$ cat config.mk
export PLATFORM = sky130hd
export DESIGN_NAME = apb_slave_regbank
export DESIGN_NICKNAME = d
export VERILOG_FILES = /design/src/rtl/apb_slave_pkg.sv /design/src/rtl/apb_phase_tracker.sv /design/src/rtl/apb_slave_regbank.sv
export SDC_FILE = /design/constraint.sdc
export NUM_CORES = 1
export LEC_CHECK = 0
export ABC_AREA = 0
export CAP_MARGIN = 0
export CORE_MARGIN = 2
export CORE_UTILIZATION = 40
export DETAILED_ROUTE_END_ITERATION = 8
export SYNTH_ARGS = -nofsm -noshare
export SYNTH_HDL_FRONTEND = slang
export SYNTH_SLANG_ARGS = --single-unit
$ cat constraint.sdc
create_clock -name Hclk -period 3 [get_ports Hclk]
set_input_delay 0.6 -clock Hclk [delete_from_list [all_inputs] [get_ports Hclk]]
set_output_delay 0.6 -clock Hclk [all_outputs]
set_load 0.01 [all_outputs]
$ cat src/rtl/apb_slave_pkg.sv
// Shared types, register offsets and STATUS bit positions for the APB slave register bank.
package apb_slave_pkg;

  typedef enum logic [1:0] {
    IDLE,
    SETUP,
    ACCESS
  } phase_e;

  typedef enum logic [2:0] {
    K_NONE,
    K_RW,
    K_ID,
    K_WRCNT,
    K_RDCNT,
    K_STATUS
  } reg_kind_e;

  typedef struct packed {
    reg_kind_e  kind;
    logic [3:0] idx;
  } decode_t;

  localparam logic [7:0] OFS_ID     = 8'h40;
  localparam logic [7:0] OFS_WRCNT  = 8'h44;
  localparam logic [7:0] OFS_RDCNT  = 8'h48;
  localparam logic [7:0] OFS_STATUS = 8'h4C;

  localparam int ST_PROTO = 0;
  localparam int ST_ADDR  = 1;

endpackage

$ cat src/rtl/apb_phase_tracker.sv
// Follows the initiator's SETUP/ACCESS sequencing, latches the SETUP address/direction
// and flags a completed ACCESS or a protocol violation as single-cycle pulses.
module apb_phase_tracker (
  input  logic        i_clk,
  input  logic        i_rst_n,
  input  logic        i_psel,
  input  logic        i_penable,
  input  logic        i_pwrite,
  input  logic [31:0] i_paddr,
  output logic        o_setup_done,
  output logic        o_access_ok,
  output logic        o_proto_err,
  output logic        o_write,
  output logic [31:0] o_addr
);
  import apb_slave_pkg::*;

  phase_e      r_state;
  phase_e      w_nextState;
  logic [31:0] r_addr;
  logic        r_write;

  always_ff @(posedge i_clk or negedge i_rst_n) begin
    if (!i_rst_n) begin
      r_state <= IDLE;
      r_addr  <= '0;
      r_write <= 1'b0;
    end else begin
      r_state <= w_nextState;
      if (o_setup_done) begin
        r_addr  <= i_paddr;
        r_write <= i_pwrite;
      end
    end
  end

  // A SETUP state means the bus is now in its ACCESS cycle; address and direction must not move.
  always_comb begin
    w_nextState  = r_state;
    o_setup_done = 1'b0;
    o_access_ok  = 1'b0;
    o_proto_err  = 1'b0;
    case (r_state)
      IDLE: begin
        if (i_psel && !i_penable) begin
          w_nextState  = SETUP;
          o_setup_done = 1'b1;
        end else if (i_psel && i_penable) begin
          o_proto_err = 1'b1;
        end
      end
      SETUP: begin
        if (i_psel && i_penable && (i_paddr == r_addr) && (i_pwrite == r_write)) begin
          w_nextState = ACCESS;
          o_access_ok = 1'b1;
        end else begin
          o_proto_err = 1'b1;
          if (i_psel && !i_penable) begin
            w_nextState  = SETUP;
            o_setup_done = 1'b1;
          end else begin
            w_nextState = IDLE;
          end
        end
      end
      ACCESS: begin
        if (i_psel && !i_penable) begin
          w_nextState  = SETUP;
          o_setup_done = 1'b1;
        end else if (!i_psel) begin
          w_nextState = IDLE;
        end else begin
          o_proto_err = 1'b1;
          w_nextState = IDLE;
        end
      end
      default: w_nextState = IDLE;
    endcase
  end

  assign o_write = r_write;
  assign o_addr  = r_addr;

endmodule

$ cat src/rtl/apb_slave_regbank.sv
// APB2 responder for one bridge slot: RW register array, ID, transfer counters and
// sticky write-1-to-clear error status with a registered interrupt.
module apb_slave_regbank #(
  parameter int          NUM_REGS  = 16,
  parameter logic [31:0] BASE_ADDR = 32'h8000_0000,
  parameter int          WIN_BITS  = 26,
  parameter int          CNT_W     = 16,
  parameter logic [31:0] ID_VALUE  = 32'hA2B0_0001
) (
  input  logic        Hclk,
  input  logic        Hresetn,
  input  logic        Psel,
  input  logic        Penable,
  input  logic        Pwrite,
  input  logic [31:0] Paddr,
  input  logic [31:0] Pwdata,
  output logic [31:0] Prdata,
  output logic        Err_irq
);
  import apb_slave_pkg::*;

  localparam logic [5:0] LP_NUM_WORDS = 6'(NUM_REGS);

  logic             w_setupDone;
  logic             w_accessOk;
  logic             w_protoErr;
  logic             w_latWrite;
  logic [31:0]      w_latAddr;
  decode_t          w_setupDec;
  decode_t          w_accessDec;
  logic [31:0]      w_rdValue;
  logic [1:0]       w_stSet;
  logic [1:0]       w_stClr;
  logic [31:0]      r_regs [NUM_REGS];
  logic [CNT_W-1:0] r_wrCount;
  logic [CNT_W-1:0] r_rdCount;
  logic [1:0]       r_status;
  logic [31:0]      r_prdata;
  logic             r_errIrq;

  apb_phase_tracker u_tracker (
    .i_clk        (Hclk),
    .i_rst_n      (Hresetn),
    .i_psel       (Psel),
    .i_penable    (Penable),
    .i_pwrite     (Pwrite),
    .i_paddr      (Paddr),
    .o_setup_done (w_setupDone),
    .o_access_ok  (w_accessOk),
    .o_proto_err  (w_protoErr),
    .o_write      (w_latWrite),
    .o_addr       (w_latAddr)
  );

  // Anything outside this slot's window, above offset 0xFF, or misaligned is unmapped.
  function automatic decode_t decodeAddr(input logic [31:0] addr);
    decode_t d;
    d.kind = K_NONE;
    d.idx  = addr[5:2];
    if ((addr[31:WIN_BITS] == BASE_ADDR[31:WIN_BITS]) && (addr[WIN_BITS-1:8] == '0) &&
        (addr[1:0] == 2'b00)) begin
      if (addr[7:2] < LP_NUM_WORDS) begin
        d.kind = K_RW;
      end else begin
        case (addr[7:0])
          OFS_ID:     d.kind = K_ID;
          OFS_WRCNT:  d.kind = K_WRCNT;
          OFS_RDCNT:  d.kind = K_RDCNT;
          OFS_STATUS: d.kind = K_STATUS;
          default:    d.kind = K_NONE;
        endcase
      end
    end
    return d;
  endfunction

  assign w_setupDec  = decodeAddr(Paddr);
  assign w_accessDec = decodeAddr(w_latAddr);

  always_comb begin
    w_rdValue = '0;
    case (w_setupDec.kind)
      K_RW: begin
        for (int i = 0; i < NUM_REGS; i++) begin
          if (4'(i) == w_setupDec.idx) w_rdValue = r_regs[i];
        end
      end
      K_ID:     w_rdValue = ID_VALUE;
      K_WRCNT:  w_rdValue[CNT_W-1:0] = r_wrCount;
      K_RDCNT:  w_rdValue[CNT_W-1:0] = r_rdCount;
      K_STATUS: w_rdValue[1:0] = r_status;
      default:  w_rdValue = '0;
    endcase
  end

  always_comb begin
    w_stSet           = '0;
    w_stClr           = '0;
    w_stSet[ST_PROTO] = w_protoErr;
    w_stSet[ST_ADDR]  = w_accessOk && (w_accessDec.kind == K_NONE);
    if (w_accessOk && w_latWrite && (w_accessDec.kind == K_STATUS)) w_stClr = Pwdata[1:0];
  end

  // Read data is captured as the bus leaves SETUP so it is stable for the whole ACCESS cycle.
  always_ff @(posedge Hclk or negedge Hresetn) begin
    if (!Hresetn) begin
      r_prdata  <= '0;
      r_status  <= '0;
      r_errIrq  <= 1'b0;
      r_wrCount <= '0;
      r_rdCount <= '0;
    end else begin
      r_prdata <= (w_setupDone && !Pwrite) ? w_rdValue : '0;
      r_status <= (r_status & ~w_stClr) | w_stSet;
      r_errIrq <= |r_status;
      if (w_accessOk) begin
        if (w_latWrite) r_wrCount <= r_wrCount + CNT_W'(1);
        else            r_rdCount <= r_rdCount + CNT_W'(1);
      end
    end
  end

  always_ff @(posedge Hclk or negedge Hresetn) begin
    if (!Hresetn) begin
      for (int i = 0; i < NUM_REGS; i++) r_regs[i] <= '0;
    end else if (w_accessOk && w_latWrite && (w_accessDec.kind == K_RW)) begin
      for (int i = 0; i < NUM_REGS; i++) begin
        if (4'(i) == w_accessDec.idx) r_regs[i] <= Pwdata;
      end
    end
  end

  assign Prdata  = r_prdata;
  assign Err_irq = r_errIrq;

endmodule

## Word level (Yosys, flattened, before mapping)

Cells that the tools add are included.

- Mux-type cells: 42
- Equal/unequal tests: 52
- Reductions and logical operators: 43
- Add/sub/neg operators: 2
- Bitwise gates (word level): 4
- $lt $le $gt $ge: 2

Operators by type and width:

| operator | count |
|---|---|
| 32-bit 2-to-1 mux | 17 |
| 4-bit equality test, first input constant | 16 |
| 8-bit by 7-bit equality test with 1-bit output, second input constant | 8 |
| 14-bit one-hot mux with 3 select lines | 1 |
| 18-bit logical NOT | 2 |
| 2-bit AND reduction | 18 |
| 16-bit by 1-bit adder with 16-bit output, second input constant | 2 |
| 3-bit by 4-bit equality test with 1-bit output, first input constant | 8 |
| 32-bit equality test | 1 |
| 16-bit one-hot mux with 2 select lines | 1 |
| 3-bit one-hot mux with 4 select lines | 2 |
| 2-bit by 4-bit equality test with 1-bit output, first input constant | 4 |
| 1-bit logical AND | 13 |
| 6-bit equality test, second input constant | 2 |
| 6-bit by 5-bit < comparator with 1-bit output, second input constant | 2 |
| 3-bit 2-to-1 mux | 4 |
| 1-bit 2-to-1 mux | 10 |
| 2-bit one-hot mux with 5 select lines | 1 |
| 3-bit equality test, second input constant | 3 |
| 1-bit by 4-bit equality test with 1-bit output, first input constant | 2 |
| 4-bit logical NOT | 2 |
| 3-bit by 1-bit equality test with 1-bit output, second input constant | 2 |
| 3-bit by 2-bit equality test with 1-bit output, second input constant | 2 |
| 2-bit logical NOT | 3 |
| other kinds (15) | 19 |

- Output and inout port bits: 33
- Register bits: 614
- Logic and storage cells: 169

## Logic depth before layout (Yosys ltp)

Gate-level depths: netlist (run 1).

- Word-level depth: 19
- Gate-level depth with buffers: 11
- Mapped depth without buffers: 6

## Modules after synthesis

Synthesis (run 1) repeated with hierarchy kept, for this count alone.

- Cells, all modules: 2,269
- Area total of the unflattened synthesis: 28,573.7 µm²

Modules (own cells, without submodules):

| module | area an instance (µm²) | instances | cells an instance | sequential area each (µm²) |
|---|---|---|---|---|
| apb_slave_regbank | 26,854.5 | 1 | 2,128 | 14,488.9 |
| apb_phase_tracker | 1,719.1 | 1 | 141 | 875.8 |

## Worst setup path after synthesis (run 1)

No wires, ideal clock.

- Path kind: input -> register
- From: in Paddr[3]
- To: reg r_regs[129] (netlist name)
- Buffers on the path: 4
- Stages: 10
- Arrival time: 2.880 ns
- Library setup time: 0.125 ns
- Setup slack: -0.004 ns
- Data required time: 2.875 ns
- Path through: clkbuf_1 -> xor2_1 -> nor4_1 -> nand3_1 -> or4_1 -> buf_2 -> buf_6 -> nor3_4 -> buf_6 -> mux2_2

- Longest elaborated chain between the ends: 8

Ends and longest elaborated chain:

| element | line | text |
|---|---|---|
| from (decl) | apb_slave_regbank.sv:15 | `input logic [31:0] Paddr,` |
| 32-bit equality test | apb_phase_tracker.sv:53 | `if (i_psel && i_penable && (i_paddr == r_addr) && (i_pwrite == r_write)) begin` |
| 1-bit logical AND (2 in a row) | apb_phase_tracker.sv:53 |  |
| 1-bit 2-to-1 mux | apb_phase_tracker.sv:53 |  |
| 1-bit 2-to-1 mux | apb_phase_tracker.sv:43 | `case (r_state)` |
| 1-bit logical AND (2 in a row) | apb_slave_regbank.sv:126 | `end else if (w_accessOk && w_latWrite && (w_accessDec.kind == K_RW)) begin` |
| 2-bit AND reduction (no line) | n/a |  |
| to (signal, indexed assignment) | apb_slave_regbank.sv:128 | `if (4'(i) == w_accessDec.idx) r_regs[i] <= Pwdata;` |
| to (decl) | apb_slave_regbank.sv:34 | `logic [31:0] r_regs [NUM_REGS];` |

No other way between the ends.
A chain may end at the register's enable or synchronous reset.

## Final worst setup path (run 1)

- From: in Paddr[1]
- To: reg r_regs[180] (netlist name)

The elaborated chain is that of the path after synthesis.

==> run summary, run 1 <==
The final hold violation count is 0. The total routing usage reported by global routing is 0.241. Of the synthesized area, sequential elements account for 0.540. The final net count is 2529. Setup violations remaining at the end of the flow were counted as 0. After detailed routing, the total wire length is 89100 um. For this design the static power due to leakage is 16.6 nW. The chip height came out at 271 um. The number of H-tree branching levels came out at 3.

The sort of element at the start of the critical path is a primary input. The TritonCTS clock tree is done. During synthesis, Yosys emitted a total of 0 warnings. In this run the worst hold path is classified as primary input to flop.

The area of the multi-input gates is 0.0123 sq mm. The met2 layer wire length in the routed design is 42300 um. The number of violations of the max-capacitance limit came out at 0. The layout-stage area growth over the synthesis result is 22.5%. For this configuration, the core starts out at a cell density of 0.405.

The routed design uses 4900 um of met3 wire. For the pin with the worst max-slew slack, the measured transition is 1020 ps. The clock-pin slew on the worst setup and hold paths came out at 60 ps.

The core area is 0.0703 sq mm. The post-synthesis area per instance is 13.0 sq um. The combined flip-flop and latch cell area came out at 0.0154 sq mm. The worst setup path is of the primary input to flop kind. Once detail routing completed, the nets flagged for antenna violations numbered 0. After detailed routing, no signal wire sits above met4. In this run the count of I/O pins placed on the die edge is 102. The tree is rooted in a sky130_fd_sc_hd__clkbuf_16.

The register bit count reported by yosys came out at 614. The total power draw is 18.2 mW. In the routed layout, each cell is associated on average with a via count of 5.83.

The routability-driven placement congestion ratio came out at 0.912. In this run the tightest slew margin relative to its limit is 0.317. The data arrival time of the critical path came out at 3440 ps.

The maximum achievable frequency is 339 MHz. The post-route core utilization is 0.496. The average detailed-routed wire length per instance is 25.9 um. The flow ran to the end, and the final reports show no timing, DRC or antenna violations.

The largest fanout on the critical path is 8. Of the cells placed in the final design, the portion with a size suffix greater than 1 is 0.384. The TritonCTS buffer count is 66. The number of global-route vias before repair is 20800. The required time at the endpoint of the critical path came out at 3490 ps. The total die area is 0.0732 sq mm.

IR analysis of the VDD net gives a maximum drop of 0.397 mV. The number of vias after detailed routing is 20100. The number of pins exceeding their max-slew limit in the final report is 0. The worst clock skew is 28.6 ps. The number of DRC violations after detailed routing came out at 0.

The endpoint type of the worst setup path is a flop. The HPWL after detailed placement came out at 58600 um. Summed over all layers, the global routing overflow is 0. The synthesized design spends more area on one cell type than any other, namely sky130_fd_sc_hd__dfrtp_1. The global-route wire length before repair is 134000 um. The number of antenna diodes in the final layout is 0. Across all hold checks on the routed design, the worst slack comes to 419 ps. The floorplan has 97 rows. The detailed-router iteration count before antenna repair is 5. The predominant post-synthesis flop cell is sky130_fd_sc_hd__dfrtp_1. The count of mapped cells out of synthesis is 2191.

The maximum clock path buffer count is 3. Counting every net in the synthesized netlist gives 2262. The final worst-path cycle share came out at 0.982. The latest clock arrival within the worst-skew pair came out at 620 ps.

In this run, synthesis inferred 0 flip-flops with an integrated enable. The starting DRC count in detailed routing came out at 2034. The post-synthesis cell type count came out at 70.

The top cell type's share of synthesized area came out at 0.540. The cell area after technology mapping came out at 0.0284 sq mm. The filler cell count in the final layout came out at 6012.

Ranked by total cell area, the synthesized netlist is headed by sky130_fd_sc_hd__dfrtp_1, sky130_fd_sc_hd__mux2_2, sky130_fd_sc_hd__mux4_2. The detailed router put a total of 39400 um of wire on met1. Port buffering added 101 buffers. The die outline width came out at 271 um. The power density normalized to cell area came out at 524 mW/mm^2. The sink count of the clock tree is 614. Entering global routing, the biggest net connects 86 pins.

The clock period minus worst slack came out at 2950 ps. The number of antenna violations at the first check in global routing is 0. Setup repair after global routing left no endpoint under its margin. The proportion of synthesized flip-flops having asynchronous set or reset came out at 1.00.
stage by stage:
stage	worst slack [ps]	area, sq um	std cells	TNS, ps
floorplan	0.165	28400	2191	0
global placement	-716	32300	3313	-340830
detailed placement	-730	32300	3313	-343720
CTS	38.8	34600	3432	0
global route	8.96	34800	3446	0
finish	53.8	34800	3446	0
timing repair:
item | CTS | global route
endpoints found under the setup margin | 385 | 433
buffers inserted | 1 | 9
hold buffers | 1 | 0
gates cloned | 1 | 5
pin swaps | 2 | 9
endpoints found under the hold margin | 48 | 0
resized for setup | 4 | 9
layout make-up:
cell class                      instances  area share
Clock buffer                           94      0.0557
Clock inverter                         22     0.00894
Inverter                               10     0.00108
Multi-Input combinational cell       1388       0.353
Sequential cell                       614       0.441
Tap cell                              940      0.0338
Timing Repair Buffer                  378       0.106
cell usage in the layout, fill, tap and decap left out, drive strengths merged, types with 47 or more instances in the layout:
cell type	n
clkdlybuf4s50	94
mux2	561
a21oi	76
nand3	47
o21ai	66
buf	277
nor2	72
a22oi	57
dfrtp	614
nand2	78
clkbuf	98
worst max-delay path, cell delays in order:
cell and delay (ps):
sky130_fd_sc_hd__clkdlybuf4s50_1 460, sky130_fd_sc_hd__xor2_1 180, sky130_fd_sc_hd__nor4_1 300, sky130_fd_sc_hd__nand3_1 160, sky130_fd_sc_hd__or4_4 590, sky130_fd_sc_hd__buf_12 190
sky130_fd_sc_hd__nor3_4 190, sky130_fd_sc_hd__buf_6 180, sky130_fd_sc_hd__buf_6 220, sky130_fd_sc_hd__mux2_2 360
power breakdown:
part	leakage, nW	switching (mW)	internal, mW
Clock	1.11	3.45	5.05
Sequential	8.50	0.0657	8.35
Combinational	7.04	0.823	0.506
Total	16.6	4.33	13.9
cells by family (layout without fill, tap and decap cells):
logic type,Yosys count,count (layout),synth area share
AOI/OAI and AO/OA,352,352,0.0838
xor gates and xnor gates,64,64,0.0197
adders and majority gates,2,2,0.000880
buffers and inverters,189,504,0.0326
DFF,614,614,0.540
muxes,616,616,0.254
and+or+nand+nor,354,354,0.0685
path summary, 6_finish.rpt:
check	slack, ps	end	from	cells after the start
worst max-delay path	50	r_regs[180]	Paddr[1]	10
worst min-delay path	420	u_tracker.o_addr[16]	Paddr[16]	3
worst max register to register	70	r_regs[180]	u_tracker.o_addr[12]	10
worst min register to register	490	r_regs[362]	r_regs[362]	1
max in group asynchronous	1520	r_regs[354]	Hresetn	3
min in group asynchronous	520	r_regs[504]	Hresetn	2
sequential cells by signal (all words and copies together) (netlist names):
signal             count
Err_irq                1
Prdata                32
r_rdCount             16
r_regs               512
r_status               2
r_wrCount             16
u_tracker.o_addr      32
u_tracker.o_write      1
u_tracker.r_state      2
cell usage after synthesis (all sizes together) (9+ instances only):
| master | instances |
|---|---|
| a21oi | 76 |
| nor2 | 72 |
| dfrtp | 614 |
| mux2i | 26 |
| o221ai | 24 |
| nand3 | 47 |
| nand4 | 22 |
| nand2 | 78 |
| buf | 66 |
| mux2 | 561 |
| inv | 9 |
| o22ai | 20 |
| a22oi | 57 |
| a221oi | 16 |
| xor2 | 41 |
| nor4 | 25 |
| a31oi | 11 |
| xnor2 | 23 |
| nor3 | 29 |
| a22o | 9 |
| nand2b | 10 |
| o21ai | 66 |
| mux4 | 29 |
| clkbuf | 113 |
| nor2b | 22 |
| a211oi | 14 |
metal layers:
| layer | vias to the layer above | GRT usage |
|---|---|---|
| met5 | - | 0 |
| met4 | 0 | 0.0794 |
| met3 | 163 | 0.0355 |
| met2 | 659 | 0.390 |
| met1 | 10600 | 0.334 |
| li1 | 8625 | - |
(Power assumes the default switching activity.)
==> run 2: changes to the inputs <==
--- a/constraint.sdc
+++ b/constraint.sdc
@@ -3,2 +3,2 @@
 set_output_delay 0.6 -clock Hclk [all_outputs]
-set_load 0.01 [all_outputs]
+set_load 0.05 [all_outputs]
==> results of run 2 <==
The final DEF is identical to that of run 1; final timing and power are the same.
